$ cat config.mk
export PLATFORM = sky130hd
export DESIGN_NAME = apb_master
export DESIGN_NICKNAME = d
export VERILOG_FILES = /design/src/rtl/apb_master.sv
export SDC_FILE = /design/constraint.sdc
export NUM_CORES = 1
export LEC_CHECK = 0
export ABC_AREA = 1
export ABC_CLOCK_PERIOD_IN_PS = 2790
export CORE_MARGIN = 2
export CORE_UTILIZATION = 40
export DETAILED_ROUTE_END_ITERATION = 7
export PLACE_DENSITY = 0.91
export SYNTH_ARGS = -nofsm -noshare
export SYNTH_HDL_FRONTEND = slang
export SYNTH_SLANG_ARGS = --single-unit
$ cat constraint.sdc
create_clock -name PCLK -period 2.79 [get_ports PCLK]
set_clock_uncertainty 0.1 [all_clocks]
set_input_delay 0.558 -clock PCLK [delete_from_list [all_inputs] [get_ports PCLK]]
set_output_delay 0.558 -clock PCLK [all_outputs]
set_load 0.005 [all_outputs]
$ cat src/rtl/apb_master.sv
// apb_master: APB requester that turns a valid/ready host command into a
// single APB transfer (IDLE -> SETUP -> ACCESS) towards one slave.
// It holds ACCESS through slave wait states, captures read data and returns
// a one-cycle response pulse. All outputs come straight from flops.
//
// Optional feature, enabled by defining APB_MASTER_TIMEOUT_EN:
//   an ACCESS wait counter aborts a transfer after TIMEOUT_CYCLES wait edges
//   and reports rsp_error = 1 with rsp_rdata = 0. If PREADY is high on the
//   edge where the limit is reached, the transfer completes normally.
//   Without the macro no counter exists, rsp_error is tied low and ACCESS
//   waits indefinitely.
module apb_master #(
  parameter int ADDR_WIDTH     = 32,
  parameter int DATA_WIDTH     = 32,
  parameter int TIMEOUT_CYCLES = 16
) (
  input  logic                  PCLK,
  input  logic                  PRESET,
  input  logic                  cmd_valid,
  output logic                  cmd_ready,
  input  logic                  cmd_write,
  input  logic [ADDR_WIDTH-1:0] cmd_addr,
  input  logic [DATA_WIDTH-1:0] cmd_wdata,
  output logic                  rsp_valid,
  output logic [DATA_WIDTH-1:0] rsp_rdata,
  output logic                  rsp_error,
  output logic                  PSEL,
  output logic                  PENABLE,
  output logic                  READ_WRITE,
  output logic [ADDR_WIDTH-1:0] PADDR,
  output logic [DATA_WIDTH-1:0] PWDATA,
  input  logic [DATA_WIDTH-1:0] PRDATA,
  input  logic                  PREADY
);

  // A zero or negative wait limit would make the timeout meaningless.
  if (TIMEOUT_CYCLES < 1) begin : g_bad_timeout_cfg
    $error("apb_master: TIMEOUT_CYCLES must be at least 1");
  end

  typedef enum logic [1:0] {
    ST_IDLE   = 2'd0,
    ST_SETUP  = 2'd1,
    ST_ACCESS = 2'd2
  } state_e;

  state_e                  state_q,      state_d;
  logic                    cmd_ready_q,  cmd_ready_d;
  logic                    psel_q,       psel_d;
  logic                    penable_q,    penable_d;
  logic                    rw_q,         rw_d;
  logic [ADDR_WIDTH-1:0]   paddr_q,      paddr_d;
  logic [DATA_WIDTH-1:0]   pwdata_q,     pwdata_d;
  logic                    rsp_valid_q,  rsp_valid_d;
  logic [DATA_WIDTH-1:0]   rsp_rdata_q,  rsp_rdata_d;

`ifdef APB_MASTER_TIMEOUT_EN
  // Counter is wide enough to hold TIMEOUT_CYCLES itself.
  localparam int CNT_W = $clog2(TIMEOUT_CYCLES + 1);
  // Count value seen on the edge that would be the TIMEOUT_CYCLES-th wait.
  localparam logic [CNT_W-1:0] WAIT_LAST = CNT_W'(TIMEOUT_CYCLES - 1);

  logic [CNT_W-1:0]        wait_cnt_q,   wait_cnt_d;
  logic                    rsp_error_q,  rsp_error_d;
`endif

  // State and output registers, cleared asynchronously by PRESET.
  always_ff @(posedge PCLK or negedge PRESET) begin
    if (!PRESET) begin
      state_q     <= ST_IDLE;
      cmd_ready_q <= 1'b1;
      psel_q      <= 1'b0;
      penable_q   <= 1'b0;
      rw_q        <= 1'b0;
      paddr_q     <= '0;
      pwdata_q    <= '0;
      rsp_valid_q <= 1'b0;
      rsp_rdata_q <= '0;
`ifdef APB_MASTER_TIMEOUT_EN
      wait_cnt_q  <= '0;
      rsp_error_q <= 1'b0;
`endif
    end else begin
      state_q     <= state_d;
      cmd_ready_q <= cmd_ready_d;
      psel_q      <= psel_d;
      penable_q   <= penable_d;
      rw_q        <= rw_d;
      paddr_q     <= paddr_d;
      pwdata_q    <= pwdata_d;
      rsp_valid_q <= rsp_valid_d;
      rsp_rdata_q <= rsp_rdata_d;
`ifdef APB_MASTER_TIMEOUT_EN
      wait_cnt_q  <= wait_cnt_d;
      rsp_error_q <= rsp_error_d;
`endif
    end
  end

  // Next state plus next values of every registered output; each branch sets
  // the outputs for the state it is heading into, so outputs track state
  // without a combinational path to the pins.
  always_comb begin
    state_d     = state_q;
    cmd_ready_d = cmd_ready_q;
    psel_d      = psel_q;
    penable_d   = penable_q;
    rw_d        = rw_q;
    paddr_d     = paddr_q;
    pwdata_d    = pwdata_q;
    rsp_valid_d = 1'b0;
    rsp_rdata_d = rsp_rdata_q;
`ifdef APB_MASTER_TIMEOUT_EN
    wait_cnt_d  = wait_cnt_q;
    rsp_error_d = rsp_error_q;
`endif

    case (state_q)
      ST_IDLE: begin
        if (cmd_valid) begin
          // Latch the command; bus fields stay frozen until the next accept.
          state_d     = ST_SETUP;
          cmd_ready_d = 1'b0;
          psel_d      = 1'b1;
          penable_d   = 1'b0;
          rw_d        = cmd_write;
          paddr_d     = cmd_addr;
          pwdata_d    = cmd_wdata;
        end else begin
          state_d     = ST_IDLE;
          cmd_ready_d = 1'b1;
          psel_d      = 1'b0;
          penable_d   = 1'b0;
        end
      end

      ST_SETUP: begin
        state_d     = ST_ACCESS;
        cmd_ready_d = 1'b0;
        psel_d      = 1'b1;
        penable_d   = 1'b1;
`ifdef APB_MASTER_TIMEOUT_EN
        wait_cnt_d  = '0;
`endif
      end

      ST_ACCESS: begin
        if (PREADY) begin
          // Completion wins even on the edge where the wait limit is hit.
          state_d     = ST_IDLE;
          cmd_ready_d = 1'b1;
          psel_d      = 1'b0;
          penable_d   = 1'b0;
          rsp_valid_d = 1'b1;
          if (!rw_q) begin
            rsp_rdata_d = PRDATA;
          end else begin
            rsp_rdata_d = rsp_rdata_q;
          end
`ifdef APB_MASTER_TIMEOUT_EN
          rsp_error_d = 1'b0;
`endif
        end else begin
`ifdef APB_MASTER_TIMEOUT_EN
          if (wait_cnt_q == WAIT_LAST) begin
            // Slave never answered: abandon the transfer with an error.
            state_d     = ST_IDLE;
            cmd_ready_d = 1'b1;
            psel_d      = 1'b0;
            penable_d   = 1'b0;
            rsp_valid_d = 1'b1;
            rsp_rdata_d = '0;
            rsp_error_d = 1'b1;
            wait_cnt_d  = '0;
          end else begin
            state_d     = ST_ACCESS;
            wait_cnt_d  = wait_cnt_q + CNT_W'(1);
          end
`else
          state_d     = ST_ACCESS;
`endif
        end
      end

      default: begin
        // Unreachable encoding: fall back to a clean idle bus.
        state_d     = ST_IDLE;
        cmd_ready_d = 1'b1;
        psel_d      = 1'b0;
        penable_d   = 1'b0;
      end
    endcase
  end

  assign cmd_ready  = cmd_ready_q;
  assign PSEL       = psel_q;
  assign PENABLE    = penable_q;
  assign READ_WRITE = rw_q;
  assign PADDR      = paddr_q;
  assign PWDATA     = pwdata_q;
  assign rsp_valid  = rsp_valid_q;
  assign rsp_rdata  = rsp_rdata_q;
`ifdef APB_MASTER_TIMEOUT_EN
  assign rsp_error  = rsp_error_q;
`else
  assign rsp_error  = 1'b0;
`endif

endmodule
==> results.sh, run 1 <==
export IMPL_wirelength_um=11900
export IMPL_diodes=0
export IMPL_synth_area_sq_mm=0.00408
export IMPL_htreeDepth=3
export IMPL_tritoncts="yes"
export IMPL_crit_buf_inv=1
export IMPL_port_buffers=201
export IMPL_firstDrtPassIters=5
export IMPL_fillers=821
export IMPL_nNetsFinal=738
export IMPL_drc=0
export IMPL_rsz0062_at_grt="false"
export IMPL_cts_buffers=9
export IMPL_critical_path_arrival_ps=1390
export IMPL_crit_required_ps=2130
export IMPL_seq_area_sq_mm=0.00258
export IMPL_via_per_inst=4.93
export IMPL_grt_total_usage_pct=21.6
export IMPL_syn_to_final_growth_pct=55.1
export IMPL_grt_max_degree=81
export IMPL_crit_family="flip-flops"
export IMPL_final_min_clock_period_ps=2050
export IMPL_synth_cells=449
export IMPL_ys_seq_area_share_pct=63.2
export IMPL_crit_chain="clkdlybuf4s50_1"
export IMPL_grt_pass1_wl_um=19200
export IMPL_fp_dieH_um=105
export IMPL_via_count=3818
export IMPL_ys_ff_latch=103
export IMPL_yosysWarnings=0
export IMPL_drive_above_1_share_pct=4.52
export IMPL_cts_buffer_depth=2
export IMPL_postSynthAreaPerCell_sq_um=9.09
export IMPL_worst_setup_path_start_kind="flip-flop"
export IMPL_crit_type="flip-flop to output pin"
export IMPL_cap_viol_max_count=0
export IMPL_chipWidth_um=105
export IMPL_outcome="complete, no violations"
export IMPL_syn_nets=550
export IMPL_post_cts_setup_buffers=0
export IMPL_cp_max_fo=2
export IMPL_hold_violations=0
export IMPL_worstMarginPinSlew_ps=699
export IMPL_pwr_density_cell_mw_per_mm2=1010
export IMPL_dpl_hpwl_um=8620
export IMPL_drt_wirelength_per_cell_um=15.3
export IMPL_first_global_vias=3947
export IMPL_power_leakage_nw=3.07
export IMPL_synth_distinct_cells=16
export IMPL_hold_class="flip-flop to flip-flop"
export IMPL_path_clk_slew_ps=80
export IMPL_setup_viol=0
export IMPL_antenna_left=0
export IMPL_cpPeakStageDelay_ps=540
export IMPL_fmax_mhz=489
export IMPL_antenna_found_initial=0
export IMPL_ios=203
export IMPL_cp_end_kind="output pin"
export IMPL_gp_congestion=0.825
export IMPL_clockRootBuffer="clkbuf_8"
export IMPL_core_area_sq_mm=0.00982
export IMPL_grt_overflow=0
export IMPL_hold_worst_slack_ps=376
export IMPL_ir_drop_uv=468
export IMPL_multi_input_area_sq_mm=0.00131
export IMPL_initial_core_util_pct=41.6
export IMPL_drtIter0Drc=179
export IMPL_cts_sinks=103
export IMPL_dieArea_sq_mm=0.0110
export IMPL_slew_violations=0
export IMPL_rrSetupSlack_ps=870
export IMPL_slew_headroom_pct=53.3
export IMPL_num_rows=36
export IMPL_setup_tns_final_ps=0
export IMPL_cpMaxStageDelayCell="dfstp_2"
export IMPL_clock_latency_ps=340
export IMPL_period_share_pct=73.3
[cells in the mapped netlist]
library cell  instances  area share (%)
buf_1                 1           0.092
buf_2                17             2.1
buf_4                12             2.2
clkbuf_1              1           0.092
conb_1                1           0.092
dfrtp_1             102              63
dfstp_2               1            0.64
inv_1                 3            0.28
inv_2                 1           0.092
nand2_1             206              19
nand2_2               1            0.15
nand3_1              97              12
nor2_1                2            0.18
nor2_2                2            0.31
nor2_4                1            0.28
o21ai_0               1            0.12
[registers in the layout, summed over array words and instances (netlist names)]
signal	cells
PADDR	32
PENABLE	1
PSEL	1
PWDATA	32
READ_WRITE	1
cmd_ready	1
rsp_rdata	32
rsp_valid	1
state_q	2
[cells in the final DEF (no fill, tap or decap)]
cell / n
buf_12: 2
buf_2: 1
buf_4: 5
clkbuf_1: 1
clkbuf_8: 11
clkdlybuf4s50_1: 199
clkinv_2: 4
conb_1: 1
dfrtp_1: 102
dfstp_2: 1
dlygate4sd3_1: 1
inv_1: 3
inv_2: 1
nand2_1: 206
nand2_2: 1
nand3_1: 97
nor2_1: 2
nor2_2: 1
nor2_4: 2
o21ai_0: 1
[where the power goes]
group,total (mW),switching [mW],internal (mW)
clock,0.846,0.478,0.369
combinational,2.93,1.29,1.64
sequential,2.61,0.412,2.20
total,6.39,2.18,4.21
[final cells by class]
| cell class | instances | area share, % |
|---|---|---|
| clock inverters | 4 | 0.316 |
| inverters | 4 | 0.237 |
| flip-flops and latches | 103 | 40.7 |
| well taps | 133 | 2.63 |
| multi-input cells | 311 | 20.7 |
| clock buffers | 12 | 2.45 |
| repair buffers | 208 | 32.9 |
[final timing paths]
check                                start       endpoint  cells past startpoint
max in group asynchronous           PRESET     PWDATA[21]                      3
worst min-delay path            PWDATA[16]     PWDATA[16]                      2
worst min register to register  PWDATA[16]     PWDATA[16]                      2
worst max-delay path             cmd_ready      cmd_ready                      1
min in group asynchronous           PRESET  rsp_rdata[22]                      2
worst max register to register  state_q[0]     PWDATA[28]                      5
[metal layers]
metal / vias to the layer above / global-route usage [%] / share of wire (%) / wire length [um]
met5: - / 0 / 0 / 0
met4: 0 / 7.24 / 1.9 / 221
met3: 21 / 6.05 / 7.9 / 939
met2: 176 / 37.8 / 51 / 6080
met1: 1832 / 25.5 / 39 / 4620
li1: 1789 / - / - / -
[per-stage QoR]
| step | power, mW | setup WS (ps) | instance area, sq um | std cells | utilization (%) |
|---|---|---|---|---|---|
| after floorplan | 3.75 | 1440 | 4080 | 449 | - |
| after global placement | 5.44 | 631 | 6140 | 758 | 62.6 |
| after detailed placement | 5.60 | 516 | 6140 | 758 | 62.6 |
| after CTS | 6.47 | 715 | 6330 | 775 | 64.5 |
| after global routing | 6.85 | 690 | 6330 | 775 | 64.5 |
| final | 6.39 | 745 | 6330 | 775 | 64.5 |
[what timing repair did]
action,in CTS,in global routing
hold buffers,1,0
endpoints found under the hold margin,23,0
gates resized for setup,0,0
[cell families after synthesis]
group                  synth area share [%]
AOI/OAI and AO/OA                     0.123
buffers and inverters                  4.84
DFF                                    63.2
other                                0.0919
and+or+nand+nor                        31.8
Note: power is estimated with default switching activity, not from simulation.
==> run 2, diff against run 1 <==
--- a/config.mk
+++ b/config.mk
@@ -6,11 +6,11 @@
 export NUM_CORES = 1
 export LEC_CHECK = 0
 export ABC_AREA = 1
-export ABC_CLOCK_PERIOD_IN_PS = 2790
+export ABC_CLOCK_PERIOD_IN_PS = 1700
 export CORE_MARGIN = 2
-export CORE_UTILIZATION = 40
+export CORE_UTILIZATION = 36
 export DETAILED_ROUTE_END_ITERATION = 7
-export PLACE_DENSITY = 0.91
+export PLACE_DENSITY = 0.87
 export SYNTH_ARGS = -nofsm -noshare
 export SYNTH_HDL_FRONTEND = slang
 export SYNTH_SLANG_ARGS = --single-unit
==> constraint.sdc (replaced) <==
create_clock -name PCLK -period 1.7 [get_ports PCLK]
set_clock_uncertainty 0.1 [all_clocks]
set_input_delay 0.34 -clock PCLK [delete_from_list [all_inputs] [get_ports PCLK]]
set_output_delay 0.34 -clock PCLK [all_outputs]
set_load 0.005 [all_outputs]
==> run 2 against run 1 <==
Critical path depth stayed put; register-to-register slack lost 600 ps; worst setup slack lost 710 ps; highest routed layer unchanged; count of clock-buffer cells in the layout shrank 1; worst hold slack got worse by 10 ps; via count is 0.94% lower; largest power group unchanged; critical endpoint is now PWDATA[16].
==> results.sh, run 2 (synthesized netlist as in run 1, its figures left out) <==
export IMPL_drc=0
export IMPL_pwr_density_cell_mw_per_mm2=1720
export IMPL_cts_sinks=103
export IMPL_seq_area_sq_mm=0.00258
export IMPL_crit_family="buffers and inverters"
export IMPL_period_share_pct=98.0
export IMPL_core_area_sq_mm=0.0109
export IMPL_path_clk_slew_ps=70
export IMPL_grt_max_degree=104
export IMPL_via_count=3782
export IMPL_ios=203
export IMPL_dpl_hpwl_um=8100
export IMPL_hold_class="flip-flop to flip-flop"
export IMPL_setup_tns_final_ps=0
export IMPL_multi_input_area_sq_mm=0.00131
export IMPL_htreeDepth=3
export IMPL_power_leakage_nw=3.29
export IMPL_final_min_clock_period_ps=1670
export IMPL_worstMarginPinSlew_ps=540
export IMPL_crit_type="flip-flop to output pin"
export IMPL_initial_core_util_pct=37.3
export IMPL_antenna_left=0
export IMPL_dieArea_sq_mm=0.0122
export IMPL_fillers=927
export IMPL_first_global_vias=3801
export IMPL_nNetsFinal=748
export IMPL_drtIter0Drc=273
export IMPL_utilization_pct=60.2
export IMPL_cts_buffers=9
export IMPL_cts_buffer_depth=2
export IMPL_cp_max_fo=2
export IMPL_outcome="complete, no violations"
export IMPL_cap_viol_max_count=0
export IMPL_cpMaxStageDelayCell="clkdlybuf4s50_1"
export IMPL_dp_slack_ps=6.58
export IMPL_drt_wirelength_per_cell_um=14.3
export IMPL_worst_slack_ps=34.1
export IMPL_worst_setup_path_start_kind="flip-flop"
export IMPL_via_per_inst=4.78
export IMPL_drive_above_1_share_pct=5.98
export IMPL_clockRootBuffer="clkbuf_16"
export IMPL_fp_dieH_um=110
export IMPL_tritoncts="yes"
export IMPL_crit_buf_inv=1
export IMPL_crit_required_ps=1260
export IMPL_mostFrequentLayoutCell="nand2_1"
export IMPL_grt_pass1_wl_um=18600
export IMPL_num_rows=38
export IMPL_mostFrequentLayoutCells="206 x nand2_1, 189 x clkdlybuf4s50_1, 102 x dfrtp_1"
export IMPL_diodes=0
export IMPL_cpPeakStageDelay_ps=520
export IMPL_slew_violations=0
export IMPL_gp_congestion=0.820
export IMPL_firstDrtPassIters=6
export IMPL_crit_chain="clkdlybuf4s50_1"
export IMPL_syn_to_final_growth_pct=61.3
export IMPL_ir_drop_uv=944
export IMPL_antenna_found_initial=0
export IMPL_chipWidth_um=110
export IMPL_grt_overflow=0
export IMPL_grt_total_usage_pct=18.5
export IMPL_hold_violations=0
export IMPL_fmax_mhz=600
export IMPL_cp_end_kind="output pin"
export IMPL_clock_latency_ps=330
export IMPL_wirelength_um=11300
export IMPL_port_buffers=201
export IMPL_setup_viol=0
export IMPL_critical_path_arrival_ps=1230
export IMPL_slew_headroom_pct=64.0
-- run 2: changes by cell type in the layout (fill, tap and decap cells not counted), sizes merged --
cell,before,now
buf,8,18
bufinv,0,2
clkbuf,12,11
clkdlybuf4s50,199,189
clkinv,4,2
clkinvlp,0,1
dlygate4sd2,0,1
dlymetal6s2s,0,9
-- run 2: layout make-up --
| class | count | area share [%] |
|---|---|---|
| inverters | 4 | 0.228 |
| clock buffers | 11 | 3.69 |
| clock inverters | 5 | 1.24 |
| flip-flops and latches | 103 | 39.2 |
| multi-input cells | 311 | 19.9 |
| repair buffers | 218 | 33.1 |
| well taps | 140 | 2.66 |
-- run 2: worst paths after layout --
kind	startpoint	end	slack (ps)	cells after the start
hold / removal	PADDR[18]	PADDR[18]	370	2
hold reg to reg	PADDR[18]	PADDR[18]	370	2
setup reg to reg	state_q[0]	rsp_rdata[3]	270	4
setup / recovery	PWDATA[16]	PWDATA[16]	30	1
max in group asynchronous	PRESET	PADDR[15]	580	3
min in group asynchronous	PRESET	rsp_rdata[28]	510	3
-- run 2: through the flow --
step,instance area [sq um],std cells,hold slack (ps),power (mW)
finish,6580,792,366,11.3
global route,6580,792,392,12.1
CTS,6550,790,374,11.5
detailed placement,6210,772,348,9.20
global placement,6210,772,339,9.02
floorplan,4080,449,-55.6,6.15
-- run 2: repair_timing --
| action | 4_1_cts | 5_1_grt |
|---|---|---|
| gates resized for setup | 1 | 9 |
| setup buffers | 1 | 2 |
| endpoints found under the hold margin | 58 | 0 |
| endpoints found under the setup margin | 2 | 10 |
| pin swaps | 0 | 0 |
| hold buffers | 1 | 0 |
-- run 2: metal layers --
metal,vias up,wire length [um],track usage (%)
met1,1781,4680,23.3
met4,0,183,6.25
met5,-,0,0
met3,15,921,4.56
met2,166,5550,31.1
li1,1820,-,-
-- run 2: power by group --
part	total, mW	leakage [nW]	internal [mW]	switching (mW)
clock network	2.20	0.156	1.33	0.874
registers	4.29	1.28	3.61	0.674
logic	4.86	1.86	2.75	2.10
-- run 2: worst register-to-register path, stage by stage (launching register included) --
cell     delay, ps
dfrtp_1        460
nor2_4         270
buf_4          310
nand3_1        140
nand2_1        100
